[src/rtl/bitmask_set_bit_sequencer_if.sv]
// Handshake bundle for bitmask_set_bit_sequencer.
//
// Carries the request-word side (word_in / word_in_valid / word_in_ready),
// the grant side (grant_onehot / grant_index / grant_last / grant_valid /
// grant_ready) and the side-band abort / zero_word / grant_count signals.
//   master : the producer/consumer environment (drives word_in, grant_ready, abort)
//   slave  : the sequencer itself
interface bitmask_set_bit_sequencer_if #(
  parameter int unsigned WORD_WIDTH  = 8,
  parameter int unsigned INDEX_WIDTH = 3
);
  logic [WORD_WIDTH-1:0]  word_in;
  logic                   word_in_valid;
  logic                   word_in_ready;
  logic [WORD_WIDTH-1:0]  grant_onehot;
  logic [INDEX_WIDTH-1:0] grant_index;
  logic                   grant_last;
  logic                   grant_valid;
  logic                   grant_ready;
  logic                   abort;
  logic                   zero_word;
  logic [INDEX_WIDTH:0]   grant_count;

  modport master (
    output word_in, word_in_valid, grant_ready, abort,
    input  word_in_ready, grant_onehot, grant_index, grant_last,
           grant_valid, zero_word, grant_count
  );

  modport slave (
    input  word_in, word_in_valid, grant_ready, abort,
    output word_in_ready, grant_onehot, grant_index, grant_last,
           grant_valid, zero_word, grant_count
  );
endinterface

[src/rtl/bitmask_set_bit_sequencer.sv]
// bitmask_set_bit_sequencer
//
// Accepts a request bitmask and issues one grant per set bit, lowest bit
// first. Each grant presents the isolated rightmost 1-bit of the pending
// word (one-hot and binary index) plus a flag marking the final bit.
// An all-zero word is consumed immediately and reported with a one-cycle
// zero_word pulse. abort drops whatever is still pending.
//
// Ports:
//   clock    : rising-edge clock
//   reset_n  : asynchronous active-low reset
//   bus      : slave modport of bitmask_set_bit_sequencer_if
//     word_in/word_in_valid/word_in_ready : request word handshake
//     grant_onehot/grant_index/grant_last/grant_valid/grant_ready : grant handshake
//     abort       : discard remaining pending bits (only acts while issuing)
//     zero_word   : pulse the cycle after an all-zero word is accepted
//     grant_count : grants completed for the current word
//
// INDEX_WIDTH must equal clog2(WORD_WIDTH); WORD_WIDTH must be 2 or more.
module bitmask_set_bit_sequencer #(
  parameter int unsigned WORD_WIDTH  = 8,
  parameter int unsigned INDEX_WIDTH = 3
) (
  input  logic                       clock,
  input  logic                       reset_n,
  bitmask_set_bit_sequencer_if.slave bus
);

  typedef enum logic {
    IDLE  = 1'b0,
    ISSUE = 1'b1
  } state_t;

  state_t                 state_q, state_d;
  logic [WORD_WIDTH-1:0]  pending_q, pending_d;
  logic [INDEX_WIDTH:0]   count_q, count_d;
  logic                   zero_q, zero_d;
  // Low while in reset, high from the first clock edge afterwards; keeps
  // word_in_ready deasserted until the block has actually been clocked.
  logic                   live_q;

  logic [WORD_WIDTH-1:0]  pending_minus_one;
  logic [WORD_WIDTH-1:0]  pending_rest;
  logic [WORD_WIDTH-1:0]  onehot;
  logic [INDEX_WIDTH-1:0] index;
  logic                   last;
  logic                   in_ready;
  logic                   in_fire;
  logic                   grant_fire;

  // Rightmost-set-bit arithmetic: p & (p-1) clears the lowest 1-bit,
  // p & ~(p-1) isolates it. Both wrap modulo 2^WORD_WIDTH.
  assign pending_minus_one = pending_q - WORD_WIDTH'(1);
  assign pending_rest      = pending_q & pending_minus_one;
  assign onehot            = pending_q & ~pending_minus_one;
  assign last              = (pending_rest == '0);

  // onehot has at most one bit set, so OR-ing the positions of set bits
  // yields its binary index directly without a priority chain.
  always_comb begin
    index = '0;
    for (int unsigned i = 0; i < WORD_WIDTH; i++) begin
      if (onehot[i]) begin
        index = index | INDEX_WIDTH'(i);
      end
    end
  end

  assign in_ready   = live_q && (state_q == IDLE);
  assign in_fire    = in_ready && bus.word_in_valid;
  assign grant_fire = (state_q == ISSUE) && bus.grant_ready;

  always_comb begin
    state_d   = state_q;
    pending_d = pending_q;
    count_d   = count_q;
    zero_d    = 1'b0;

    unique case (state_q)
      IDLE: begin
        if (in_fire) begin
          if (bus.word_in != '0) begin
            pending_d = bus.word_in;
            count_d   = '0;
            state_d   = ISSUE;
          end else begin
            zero_d = 1'b1;
          end
        end
      end

      ISSUE: begin
        if (grant_fire) begin
          pending_d = pending_rest;
          count_d   = count_q + {{INDEX_WIDTH{1'b0}}, 1'b1};
          if (last) begin
            state_d = IDLE;
          end
        end
        // Abort overrides the pending update but a coinciding grant
        // still counts as completed.
        if (bus.abort) begin
          pending_d = '0;
          state_d   = IDLE;
        end
      end

      default: begin
        state_d   = IDLE;
        pending_d = '0;
      end
    endcase
  end

  always_ff @(posedge clock or negedge reset_n) begin
    if (!reset_n) begin
      state_q   <= IDLE;
      pending_q <= '0;
      count_q   <= '0;
      zero_q    <= 1'b0;
      live_q    <= 1'b0;
    end else begin
      state_q   <= state_d;
      pending_q <= pending_d;
      count_q   <= count_d;
      zero_q    <= zero_d;
      live_q    <= 1'b1;
    end
  end

  assign bus.word_in_ready = in_ready;
  assign bus.grant_valid   = (state_q == ISSUE);
  assign bus.grant_onehot  = onehot;
  assign bus.grant_index   = index;
  assign bus.grant_last    = last;
  assign bus.zero_word     = zero_q;
  assign bus.grant_count   = count_q;

endmodule

[src/flat_wrapper.sv]
// flat-port wrapper written by rule: the top's interface ports become plain ports
module bitmask_set_bit_sequencer_flat 
#(
  parameter int unsigned WORD_WIDTH  = 8,
  parameter int unsigned INDEX_WIDTH = 3
)
  (clock, reset_n, bus_word_in, bus_word_in_valid, bus_grant_ready, bus_abort, bus_word_in_ready, bus_grant_onehot, bus_grant_index, bus_grant_last, bus_grant_valid, bus_zero_word, bus_grant_count);
  bitmask_set_bit_sequencer_if #(.WORD_WIDTH(WORD_WIDTH), .INDEX_WIDTH(INDEX_WIDTH)) bus_i ();
  input  logic clock;
  input  logic reset_n;
  input wire logic [$bits(bus_i.word_in)-1:0] bus_word_in;
  input wire logic [$bits(bus_i.word_in_valid)-1:0] bus_word_in_valid;
  input wire logic [$bits(bus_i.grant_ready)-1:0] bus_grant_ready;
  input wire logic [$bits(bus_i.abort)-1:0] bus_abort;
  output wire logic [$bits(bus_i.word_in_ready)-1:0] bus_word_in_ready;
  output wire logic [$bits(bus_i.grant_onehot)-1:0] bus_grant_onehot;
  output wire logic [$bits(bus_i.grant_index)-1:0] bus_grant_index;
  output wire logic [$bits(bus_i.grant_last)-1:0] bus_grant_last;
  output wire logic [$bits(bus_i.grant_valid)-1:0] bus_grant_valid;
  output wire logic [$bits(bus_i.zero_word)-1:0] bus_zero_word;
  output wire logic [$bits(bus_i.grant_count)-1:0] bus_grant_count;
  assign bus_i.word_in = bus_word_in;
  assign bus_i.word_in_valid = bus_word_in_valid;
  assign bus_i.grant_ready = bus_grant_ready;
  assign bus_i.abort = bus_abort;
  assign bus_word_in_ready = bus_i.word_in_ready;
  assign bus_grant_onehot = bus_i.grant_onehot;
  assign bus_grant_index = bus_i.grant_index;
  assign bus_grant_last = bus_i.grant_last;
  assign bus_grant_valid = bus_i.grant_valid;
  assign bus_zero_word = bus_i.zero_word;
  assign bus_grant_count = bus_i.grant_count;
  bitmask_set_bit_sequencer #(.WORD_WIDTH(WORD_WIDTH), .INDEX_WIDTH(INDEX_WIDTH)) u_core (.clock(clock), .reset_n(reset_n), .bus(bus_i));
endmodule
[config.mk]
export PLATFORM = sky130hd
export DESIGN_NAME = bitmask_set_bit_sequencer_flat
export DESIGN_NICKNAME = d
export VERILOG_FILES = /design/src/rtl/bitmask_set_bit_sequencer_if.sv /design/src/rtl/bitmask_set_bit_sequencer.sv /design/src/flat_wrapper.sv
export SDC_FILE = /design/constraint.sdc
export NUM_CORES = 1
export LEC_CHECK = 0
export CORE_MARGIN = 3
export CORE_UTILIZATION = 28
export CTS_CLUSTER_DIAMETER = 150
export DETAILED_ROUTE_END_ITERATION = 7
export HOLD_SLACK_MARGIN = 0.03
export MAX_ROUTING_LAYER = met4
export REMOVE_ABC_BUFFERS = 1
export SLEW_MARGIN = 20
export SYNTH_ARGS = -nofsm -noshare
export SYNTH_HDL_FRONTEND = slang
export SYNTH_SLANG_ARGS = --single-unit
[constraint.sdc]
create_clock -name clock -period 2.4 [get_ports clock]
set_input_delay 0.48 -clock clock [delete_from_list [all_inputs] [get_ports clock]]
set_output_delay 0.48 -clock clock [all_outputs]
set_load 0.01 [all_outputs]
==> key figures, run 1 <==
Run status
  – Status: completed

Synth
  – Mean Syn Cell Area: ~9.0 µm²
  – Yosys warnings: 0
  – Sequential share of the synthesized area: 0.418
  – Cells after Synth: 100
  – Synth Flop Type: dfrtp_1
  – Synth unique cells: 35
  – Number of synthesized flops with an enable pin: 0
  – Ys async rst share: 1.00
  – Seq cells post-synth: 15
  – Syn Std Cell Area: 897 µm²

Detailed routing
  – Drt total wl: 2.55 mm
  – DR WL/cell: about 14 µm
  – DRC: 0
  – Post-route ant nets: 0
  – DRT iter0 DRCs: 27
  – 1st-pass router iterations: 4
  – Via count: 914
  – Vias/cell: 5.05

Clocking
  – Root Driver: clkbuf_4
  – Clock-pin slew on the worst setup and hold paths: 0.09 ns
  – TritonCTS buffer count: 3
  – CTS tree: yes
  – CTS Sinks: 15
  – H-tree depth: 1
  – Worst-skew pair later-pin latency: 0.28 ns
  – CTS Buffer Depth: 2

STA
  – Slew HR: 0.297
  – Hold Slack: 0.570 ns
  – Setup ws final: 0.0143 ns
  – Setup Skew: 0.00465 ns
  – Fin. max-slew vios: 0
  – Setup violators final: 0
  – Tmin final: 2.39 ns
  – F_max: 0.419 GHz
  – Final period utilization: 0.994
  – Worst slew pin tran: ~1.1 ns
  – Final hold vios: 0
  – RSZ-0062 raised after global routing: yes

Run
  – Max-Cap Viols: 0

Placement
  – Routability cong.: 0.734
  – Placed inst area: around 1300 µm²
  – IO Port Bufs: 31
  – Dpl hpwl: between 1.5 and 2 mm
  – Place WS: -0.172 ns

Final layout
  – Nets@finish: 154
  – Antenna Cells: 0
  – Reg area: around 380 µm²
  – Share of cells above drive strength 1: 0.187
  – Most frequent cells in the layout: 24 x clkdlybuf4s50_1, 13 x dfrtp_1, 11 x buf_4, 9 x nor2_1, 8 x o21ai_0
  – Fin util: 0.466
  – Finished Cell Area: between 1000 and 1500 µm²
  – Area of the multi-input gates: 500 µm²
  – # fillers: approximately 300
  – Layout area overhead: 50.6%
  – Most common cell after layout, fill and taps aside: clkdlybuf4s50_1

Floorplanning
  – Core Area: 2900 µm²
  – Die area: 3920 µm²
  – Io pins: 32
  – Die Y: 62.6 µm
  – Row count: 19
  – Initial Utilization: 0.309
  – Die W: about 63 µm

Worst setup path
  – CP max stage delay: 0.59 ns
  – WS Path Type: reg -> out
  – Crit path cell chain: or4_4 > or4_4 > nand3_4 > buf_6
  – Req. time, crit path: 1.92 ns
  – CP Launch Type: flop
  – Slowest CP cell: or4_4
  – Most frequent CP cell: or4_4
  – Worst EP arrival: 1.91 ns
  – Nature of the critical path endpoint: output port
  – Max FO, Critical Path: 6

Global route
  – Largest net degree at the start of global routing: 16
  – Remaining Overflow, GRT: 0
  – All-Layer GR Usage: 0.142
  – Initial antenna violation count: 0
  – First-pass GRT wire length: 4.35 mm
  – Vias in the first global route: 855

Pwr
  – Maximum ir drop on the vdd rail: 0.390 mV
  – P per Cell Area: 1170 nW/µm²
  – Static Leak: 0.583 nW

Worst hold path
  – Hold Path Class: reg -> reg
per-stage QoR:
| step | std cells | setup TNS, ns | power (W) |
|---|---|---|---|
| finish | 181 | 0 | 0.00158 |
| global placement | 177 | -0.404 | 0.00138 |
| CTS | 181 | -0.00451 | 0.00153 |
| detailed placement | 177 | -0.929 | 0.00138 |
| floorplan | 93 | 0 | 0.000852 |
| global route | 181 | -0.0874 | 0.00170 |
final cells by class:
type                            count  area share
Timing Repair Buffer               42       0.281
Clock buffer                        4      0.0194
Tap cell                           42      0.0389
Inverter                            4      0.0111
Sequential cell                    15       0.280
Multi-Input combinational cell     74       0.370
power by group:
group,internal [W],total (W),switching (W)
sequential,0.000330,0.000428,0.0000983
combinational,0.000535,0.00100,0.000467
clock,0.0000646,0.000147,0.0000825
worst max-delay path: cells and delay by family (launching register included):
| kind | cells | cell delay, ns |
|---|---|---|
| AND/OR/NAND/NOR | 3 | 1.14 |
| flip-flops | 1 | 0.39 |
| buffers and inverters | 1 | 0.10 |
per-layer routing:
layer / global-route usage / wire [µm] / vias up
met2: 0.221 / 1210 / 28
li1: - / - / 446
met5: - / 0 / -
met3: 0.0468 / 151 / 4
met1: 0.179 / 1170 / 436
met4: 0.0303 / 19 / 0
repair_timing:
item / 4_1_cts / 5_1_grt
cloned: 0 / 0
resized for setup: 16 / 8
buffers inserted: 0 / 0
endpoints found under the setup margin: 7 / 4
pin swaps: 1 / 1
hold buffers: 0 / 0
cell usage after synthesis, drive strengths merged, types with 3 or more instances:
cell type	n	area share
and2	4	0.028
inv	4	0.017
buf	5	0.038
nor3	3	0.017
o21ai	8	0.045
dfrtp	15	0.42
nor2	9	0.038
nand2b	3	0.021
nor4	5	0.035
a22o	6	0.059
nand3	4	0.028
o22ai	6	0.042
nor2b	3	0.021
path summary, 6_finish.rpt:
path / startpoint / to / slack (ns) / cells after the start
max: u_core.pending_q[1] / bus_grant_last / 0.01 / 4
min: u_core.bus.grant_count[0] / u_core.bus.grant_count[0] / 0.57 / 1
max reg2reg: u_core.bus.grant_valid / u_core.pending_q[5] / 0.34 / 4
min reg2reg: u_core.bus.grant_count[0] / u_core.bus.grant_count[0] / 0.57 / 1
max in group asynchronous: reset_n / u_core.pending_q[5] / 1.34 / 1
min in group asynchronous: reset_n / u_core.bus.grant_count[3] / 0.60 / 1
sequential cells by signal (all words and copies together), names as in the netlist:
| signal | cells |
|---|---|
| u_core.live_q | 1 |
| u_core.pending_q | 8 |
| u_core.bus.grant_count | 4 |
| u_core.bus.zero_word | 1 |
| u_core.bus.grant_valid | 1 |
logic make-up after synthesis:
kind of cell / count (synthesis) / synth area share
AO/OA/AOI/OAI: 29 / 0.218
XOR/XNOR: 1 / 0.00976
adder cells (fa/ha/maj): 2 / 0.0251
buffers and inverters: 11 / 0.0628
flip-flops: 15 / 0.418
other: 1 / 0.00418
AND/OR/NAND/NOR: 41 / 0.262
Note: power is estimated with default switching activity, not from simulation.
==> inputs of run 2 (changes only) <==
- CAP_MARGIN: unset -> 40
- SETUP_SLACK_MARGIN: unset -> 0.3
==> run 2 against run 1 <==
  * Power increased by 8.9%
  * Clock skew decreased by 0.00065 ns
  * Hold slack got worse by 0.0066 ns
  * Setup slack improved by 0.015 ns
  * Design area increased by 7.4%
  * Global-route usage increased by 0.10 points
  * Die area unchanged
  * Maximum frequency increased by 0.65%
  * Largest power group unchanged
==> key figures, run 2 (synthesis results as in run 1) <==
Worst hold path
  – Hold Path Class: reg -> reg (unchanged)
  – Hold Startpoint: u_core.bus.grant_count[0] (unchanged)
  – Hold depth: 1 (unchanged)

STA
  – Setup violators final: 0 (unchanged)
  – Tmin final: 2.37 ns (was 2.39 ns)
  – Worst slew pin tran: 0.653 ns (was 1.05 ns)
  – Final hold vios: 0 (unchanged)
  – Fin. max-slew vios: 0 (unchanged)
  – F_max: 0.422 GHz (was 0.419 GHz)
  – Setup TNS: 0 ns (unchanged)
  – Setup Skew: 0.00400 ns (was 0.00465 ns)
  – Slew HR: 0.563 (was 0.297)
  – RSZ-0062 raised after global routing: yes (unchanged)
  – Final period utilization: 0.988 (was 0.994)

Detailed routing
  – DRC: 0 (unchanged)
  – Post-route ant nets: 0 (unchanged)
  – Vias/cell: 5.01 (was 5.05)
  – DR WL/cell: 14.2 µm (was 14.1 µm)
  – DRT iter0 DRCs: 44 (was 27)
  – Via count: 951 (was 914)
  – 1st-pass router iterations: 4 (unchanged)
  – Drt total wl: 2.70 mm (was 2.55 mm)

Placement
  – IO Port Bufs: 31 (unchanged)
  – Routability cong.: 0.734 (unchanged)
  – Dpl hpwl: 1.97 mm (was 1.94 mm)

Floorplanning
  – Core Area: 2900 µm² (unchanged)
  – Die Y: 62.6 µm (unchanged)
  – Die area: 3920 µm² (unchanged)
  – Die W: 62.6 µm (unchanged)
  – Initial Utilization: 0.309 (unchanged)
  – Io pins: 32 (unchanged)
  – Row count: 19 (unchanged)

Final layout
  – Area of the multi-input gates: 529 µm² (was 500 µm²)
  – Most frequent cells in the layout: 20 x clkdlybuf4s50_1, 16 x buf_4, 13 x dfrtp_1, 8 x nor2_1, 8 x o21ai_0 (was 24 x clkdlybuf4s50_1, 13 x dfrtp_1, 11 x buf_4, 9 x nor2_1, 8 x o21ai_0)
  – Layout area overhead: 61.8% (was 50.6%)
  – # fillers: 276 (was 299)
  – Max reg flops: 8 (unchanged)
  – Most common cell after layout, fill and taps aside: clkdlybuf4s50_1 (unchanged)
  – Nets@finish: 163 (was 154)
  – Antenna Cells: 0 (unchanged)
  – Most flops, register: u_core.pending_q (unchanged)
  – Share of cells above drive strength 1: 0.324 (was 0.187)
  – Reg area: 378 µm² (unchanged)

Clocking
  – Clock-pin slew on the worst setup and hold paths: 0.09 ns (about the same)
  – CTS tree: yes (unchanged)
  – CTS Sinks: 15 (unchanged)
  – Worst-skew pair later-pin latency: 0.28 ns (about the same)
  – # hold bufs at CTS: 0 (unchanged)
  – CTS Buffer Depth: 2 (unchanged)
  – H-tree depth: 1 (unchanged)
  – Root Driver: clkbuf_4 (unchanged)
  – TritonCTS buffer count: 3 (unchanged)

Pwr
  – P per Cell Area: 1180 nW/µm² (was 1170 nW/µm²)
  – Maximum ir drop on the vdd rail: 0.412 mV (was 0.390 mV)
  – Static Leak: 0.651 nW (was 0.583 nW)
  – Power Total: 0.00172 W (was 0.00158 W)

Global route
  – Initial antenna violation count: 0 (unchanged)
  – All-Layer GR Usage: 0.143 (was 0.142)
  – First-pass GRT wire length: 4.44 mm (was 4.35 mm)
  – Remaining Overflow, GRT: 0 (unchanged)
  – Vias in the first global route: 882 (was 855)
  – Largest net degree at the start of global routing: 16 (unchanged)

Run
  – Max-Cap Viols: 0 (unchanged)

Worst setup path
  – CP Launch Type: flop (unchanged)
  – Crit. Startpoint: u_core.pending_q[1] (unchanged)
  – Max FO, Critical Path: 6 (unchanged)
  – Register-to-Register Path Depth: 5 (was 4)
  – Req. time, crit path: 1.92 ns (about the same)
  – WS Path Type: reg -> out (unchanged)
  – Reg2Reg Launch Point: u_core.pending_q[1] (was u_core.bus.grant_valid)
  – Worst EP arrival: 1.89 ns (was 1.91 ns)
  – Nature of the critical path endpoint: output port (unchanged)

Run status
  – Status: completed (unchanged)
==> run 2: what timing repair did <==
action	in CTS	in global routing
buffers inserted	3	5
pin swaps	3	3
setup endpoints to repair	10	7
resized for setup	40	23
==> run 2: routing by layer <==
metal  vias up  track usage  part of all wire
li1        461            -                 -
met1       452        0.190              0.44
met2        36        0.225              0.48
met3         2       0.0378             0.068
met4         0       0.0165            0.0030
met5         -            -                 0
==> run 2: cell type report <==
class,count,share of cell area
clock buffer,4,0.0181
sequential,15,0.260
inverter,4,0.0103
multi-input combinational,74,0.365
tap,42,0.0362
timing repair buffer,51,0.310
==> run 2: power by group <==
part	switching [W]	total, W	internal [W]
clock	0.0000783	0.000143	0.0000645
combinational	0.000528	0.00116	0.000634
sequential	0.0000838	0.000414	0.000330
total	0.000690	0.00172	0.00103
==> run 2: per-stage QoR <==
stage	cell area, µm²	util	hold slack [ns]	cells	setup WS, ns
final	1450	0.500	0.563	190	0.0296
after global routing	1450	0.500	0.605	190	-0.0469
after CTS	1360	0.469	0.570	185	0.0286
after detailed placement	1310	0.451	0.559	178	-0.172
after global placement	1300	0.449	0.543	177	-0.112
after floorplan	856	-	0.184	93	0.235
==> run 2: worst paths after layout <==
path | end | slack, ns
worst max-delay path | bus_grant_last | 0.03
worst min-delay path | u_core.bus.grant_count[0] | 0.56
worst max register to register | u_core.bus.grant_valid | 0.56
worst min register to register | u_core.bus.grant_count[0] | 0.56
max in group asynchronous | u_core.pending_q[5] | 1.35
min in group asynchronous | u_core.bus.grant_count[3] | 0.59
==> run 2: critical path: stages (launching register included) <==
cell	delay, ns
dfrtp_1	0.39
or4_4	0.59
or4_4	0.43
nand3_2	0.10
buf_6	0.10
==> inputs of run 3 (changes only) <==
- CORE_ASPECT_RATIO: unset -> 0.75
- PLACE_DENSITY_LB_ADDON: unset -> 0.12
==> run 3 against run 2 <==
  * Power down 3.5%
  * Maximum frequency is 2.0% higher
  * Core utilization fell by 3.9 points
  * Sequential share of layout area is 1.2 points higher
  * Critical path depth stayed put
  * Design area shrank 4.7%
  * Sequential power up 5.8%
  * Final cell count shrank 4.7%
  * Hold slack lost 0.0088 ns
  * Critical path type unchanged
  * Critical endpoint unchanged
  * Largest cell class unchanged
==> key figures, run 3 (synthesis results as in run 1) <==
Run status
  – Status: completed (unchanged)

STA
  – Final hold vios: 0 (unchanged)
  – Worst slew pin tran: 0.679 ns (was 0.653 ns)
  – Final period utilization: 0.969 (was 0.988)
  – Setup Skew: 0.00424 ns (was 0.00400 ns)
  – Tmin final: 2.32 ns (was 2.37 ns)
  – Setup violators final: 0 (unchanged)
  – Setup TNS: 0 ns (unchanged)
  – RSZ-0062 raised after global routing: yes (unchanged)
  – Slew HR: 0.546 (was 0.563)
  – Fin. max-slew vios: 0 (unchanged)
  – Setup ws final: 0.0752 ns (was 0.0296 ns)
  – F_max: 0.430 GHz (was 0.422 GHz)

Final layout
  – Most flops, register: u_core.pending_q (unchanged)
  – Max reg flops: 8 (unchanged)
  – Layout area overhead: 54.1% (was 61.8%)
  – Most frequent cells in the layout: 21 x clkdlybuf4s50_1, 15 x buf_4, 14 x dfrtp_1, 8 x o21ai_0, 7 x nor2_1 (was 20 x clkdlybuf4s50_1, 16 x buf_4, 13 x dfrtp_1, 8 x nor2_1, 8 x o21ai_0)
  – Finished Cell Area: 1380 µm² (was 1450 µm²)
  – Most common cell after layout, fill and taps aside: clkdlybuf4s50_1 (unchanged)
  – Nets@finish: 158 (was 163)
  – Share of cells above drive strength 1: 0.252 (was 0.324)
  – Antenna Cells: 0 (unchanged)

Worst setup path
  – Reg2Reg Launch Point: u_core.pending_q[2] (was u_core.pending_q[1])
  – Worst R2R End: u_core.bus.grant_valid (unchanged)
  – Req. time, crit path: 1.92 ns (about the same)
  – Nature of the critical path endpoint: output port (unchanged)
  – CP Launch Type: flop (unchanged)
  – Worst EP arrival: 1.84 ns (was 1.89 ns)
  – Max FO, Critical Path: 5 (was 6)
  – WS Path Type: reg -> out (unchanged)
  – Worst R2R Setup Slack: 0.53 ns (was 0.56 ns)
  – Register-to-Register Path Depth: 6 (was 5)

Global route
  – Vias in the first global route: 886 (was 882)
  – Met3 Usage GRT: 0.0451 (was 0.0378)
  – Met2 GRT Util: 0.223 (was 0.225)
  – Largest net degree at the start of global routing: 16 (unchanged)
  – All-Layer GR Usage: 0.147 (was 0.143)
  – GRT met1 Usage: 0.194 (was 0.190)
  – Initial antenna violation count: 0 (unchanged)
  – Remaining Overflow, GRT: 0 (unchanged)
  – GRT busiest layer: met2 (unchanged)
  – First-pass GRT wire length: 4.20 mm (was 4.44 mm)

Floorplanning
  – Die Y: 55.0 µm (was 62.6 µm)
  – Core Area: 3000 µm² (was 2900 µm²)
  – Row count: 17 (was 19)
  – Die W: 71.4 µm (was 62.6 µm)
  – Die area: 3930 µm² (was 3920 µm²)
  – Io pins: 32 (unchanged)
  – Initial Utilization: 0.299 (was 0.309)

Placement
  – Routability cong.: 0.735 (was 0.734)
  – Placed inst area: 1300 µm² (was 1310 µm²)
  – Dpl hpwl: 1.96 mm (was 1.97 mm)
  – IO Port Bufs: 31 (unchanged)
  – Place WS: -0.167 ns (was -0.172 ns)

Worst hold path
  – Hold Startpoint: u_core.bus.grant_count[0] (unchanged)
  – Hold Path Class: reg -> reg (unchanged)
  – Hold EP: u_core.bus.grant_count[0] (unchanged)
  – Hold depth: 1 (unchanged)

Clocking
  – H-tree depth: 1 (unchanged)
  – Worst-skew pair later-pin latency: 0.25 ns (was 0.28 ns)
  – CTS tree: yes (unchanged)
  – TritonCTS buffer count: 3 (unchanged)
  – # hold bufs at CTS: 0 (unchanged)
  – CTS Buffer Depth: 2 (unchanged)
  – Clock-pin slew on the worst setup and hold paths: 0.06 ns (was 0.09 ns)
  – Root Driver: clkbuf_8 (was clkbuf_4)
  – CTS Sinks: 15 (unchanged)

Detailed routing
  – DRT iter0 DRCs: 71 (was 44)
  – Drt total wl: 2.64 mm (was 2.70 mm)
  – DRC: 0 (unchanged)
  – Via count: 939 (was 951)
  – DR WL/cell: 14.6 µm (was 14.2 µm)
  – Post-route ant nets: 0 (unchanged)
  – Vias/cell: 5.19 (was 5.01)
  – 1st-pass router iterations: 4 (unchanged)

Pwr
  – Maximum ir drop on the vdd rail: 0.370 mV (was 0.412 mV)
  – P per Cell Area: 1200 nW/µm² (was 1180 nW/µm²)
  – Static Leak: 0.622 nW (was 0.651 nW)

Run
  – Max-Cap Viols: 0 (unchanged)
run 3: stage by stage:
step	hold WS [ns]	util	power, W	cells
after detailed placement	0.549	0.435	0.00137	174
after floorplan	0.184	-	0.000852	93
after CTS	0.560	0.456	0.00160	178
final	0.555	0.461	0.00166	181
after global placement	0.539	0.435	0.00137	174
after global routing	0.582	0.461	0.00179	181
run 3: power breakdown:
| part | internal, W | total (W) | switching, W |
|---|---|---|---|
| clock | 0.000118 | 0.000203 | 0.0000858 |
| sequential | 0.000329 | 0.000438 | 0.000109 |
| combinational | 0.000553 | 0.00102 | 0.000463 |
| total | 0.00100 | 0.00166 | 0.000658 |
run 3: worst max path at each step:
stage,start,to,slack (ns),cells past startpoint
3_5_place_dp,u_core.pending_q[1],bus_grant_index[0],-0.17,5
6_report,u_core.pending_q[2],bus_grant_last,0.08,4
4_1_cts,u_core.pending_q[2],bus_grant_index[0],0.05,5
2_1_floorplan,u_core.pending_q[0],bus_grant_index[0],0.23,4
5_1_grt,u_core.pending_q[2],bus_grant_last,0.01,4
3_3_place_gp,u_core.pending_q[1],bus_grant_index[0],-0.14,5
run 3: critical path, stage by stage, from the launching register on:
cell     delay, ns
dfrtp_1       0.37
or4_4         0.58
or4_4         0.45
nand3_4       0.09
buf_6         0.10
run 3: layout make-up:
class,instances,area (µm²)
Sequential cell,15,377
Fill cell,288,1620
Timing Repair Buffer,46,390
Inverter,4,15.0
Tap cell,38,47.5
Clock buffer,4,45.0
Multi-Input combinational cell,74,508
run 3: what timing repair did:
item / CTS / global route
pin swaps: 1 / 0
setup buffers: 0 / 3
gates resized for setup: 28 / 13
setup endpoints to repair: 10 / 9
run 3: per-layer routing:
metal | vias to the layer above | part of all wire
li1 | 452 | -
met3 | 2 | 0.039
met4 | 0 | 0.0046
met1 | 461 | 0.50
met5 | - | 0
met2 | 24 | 0.46
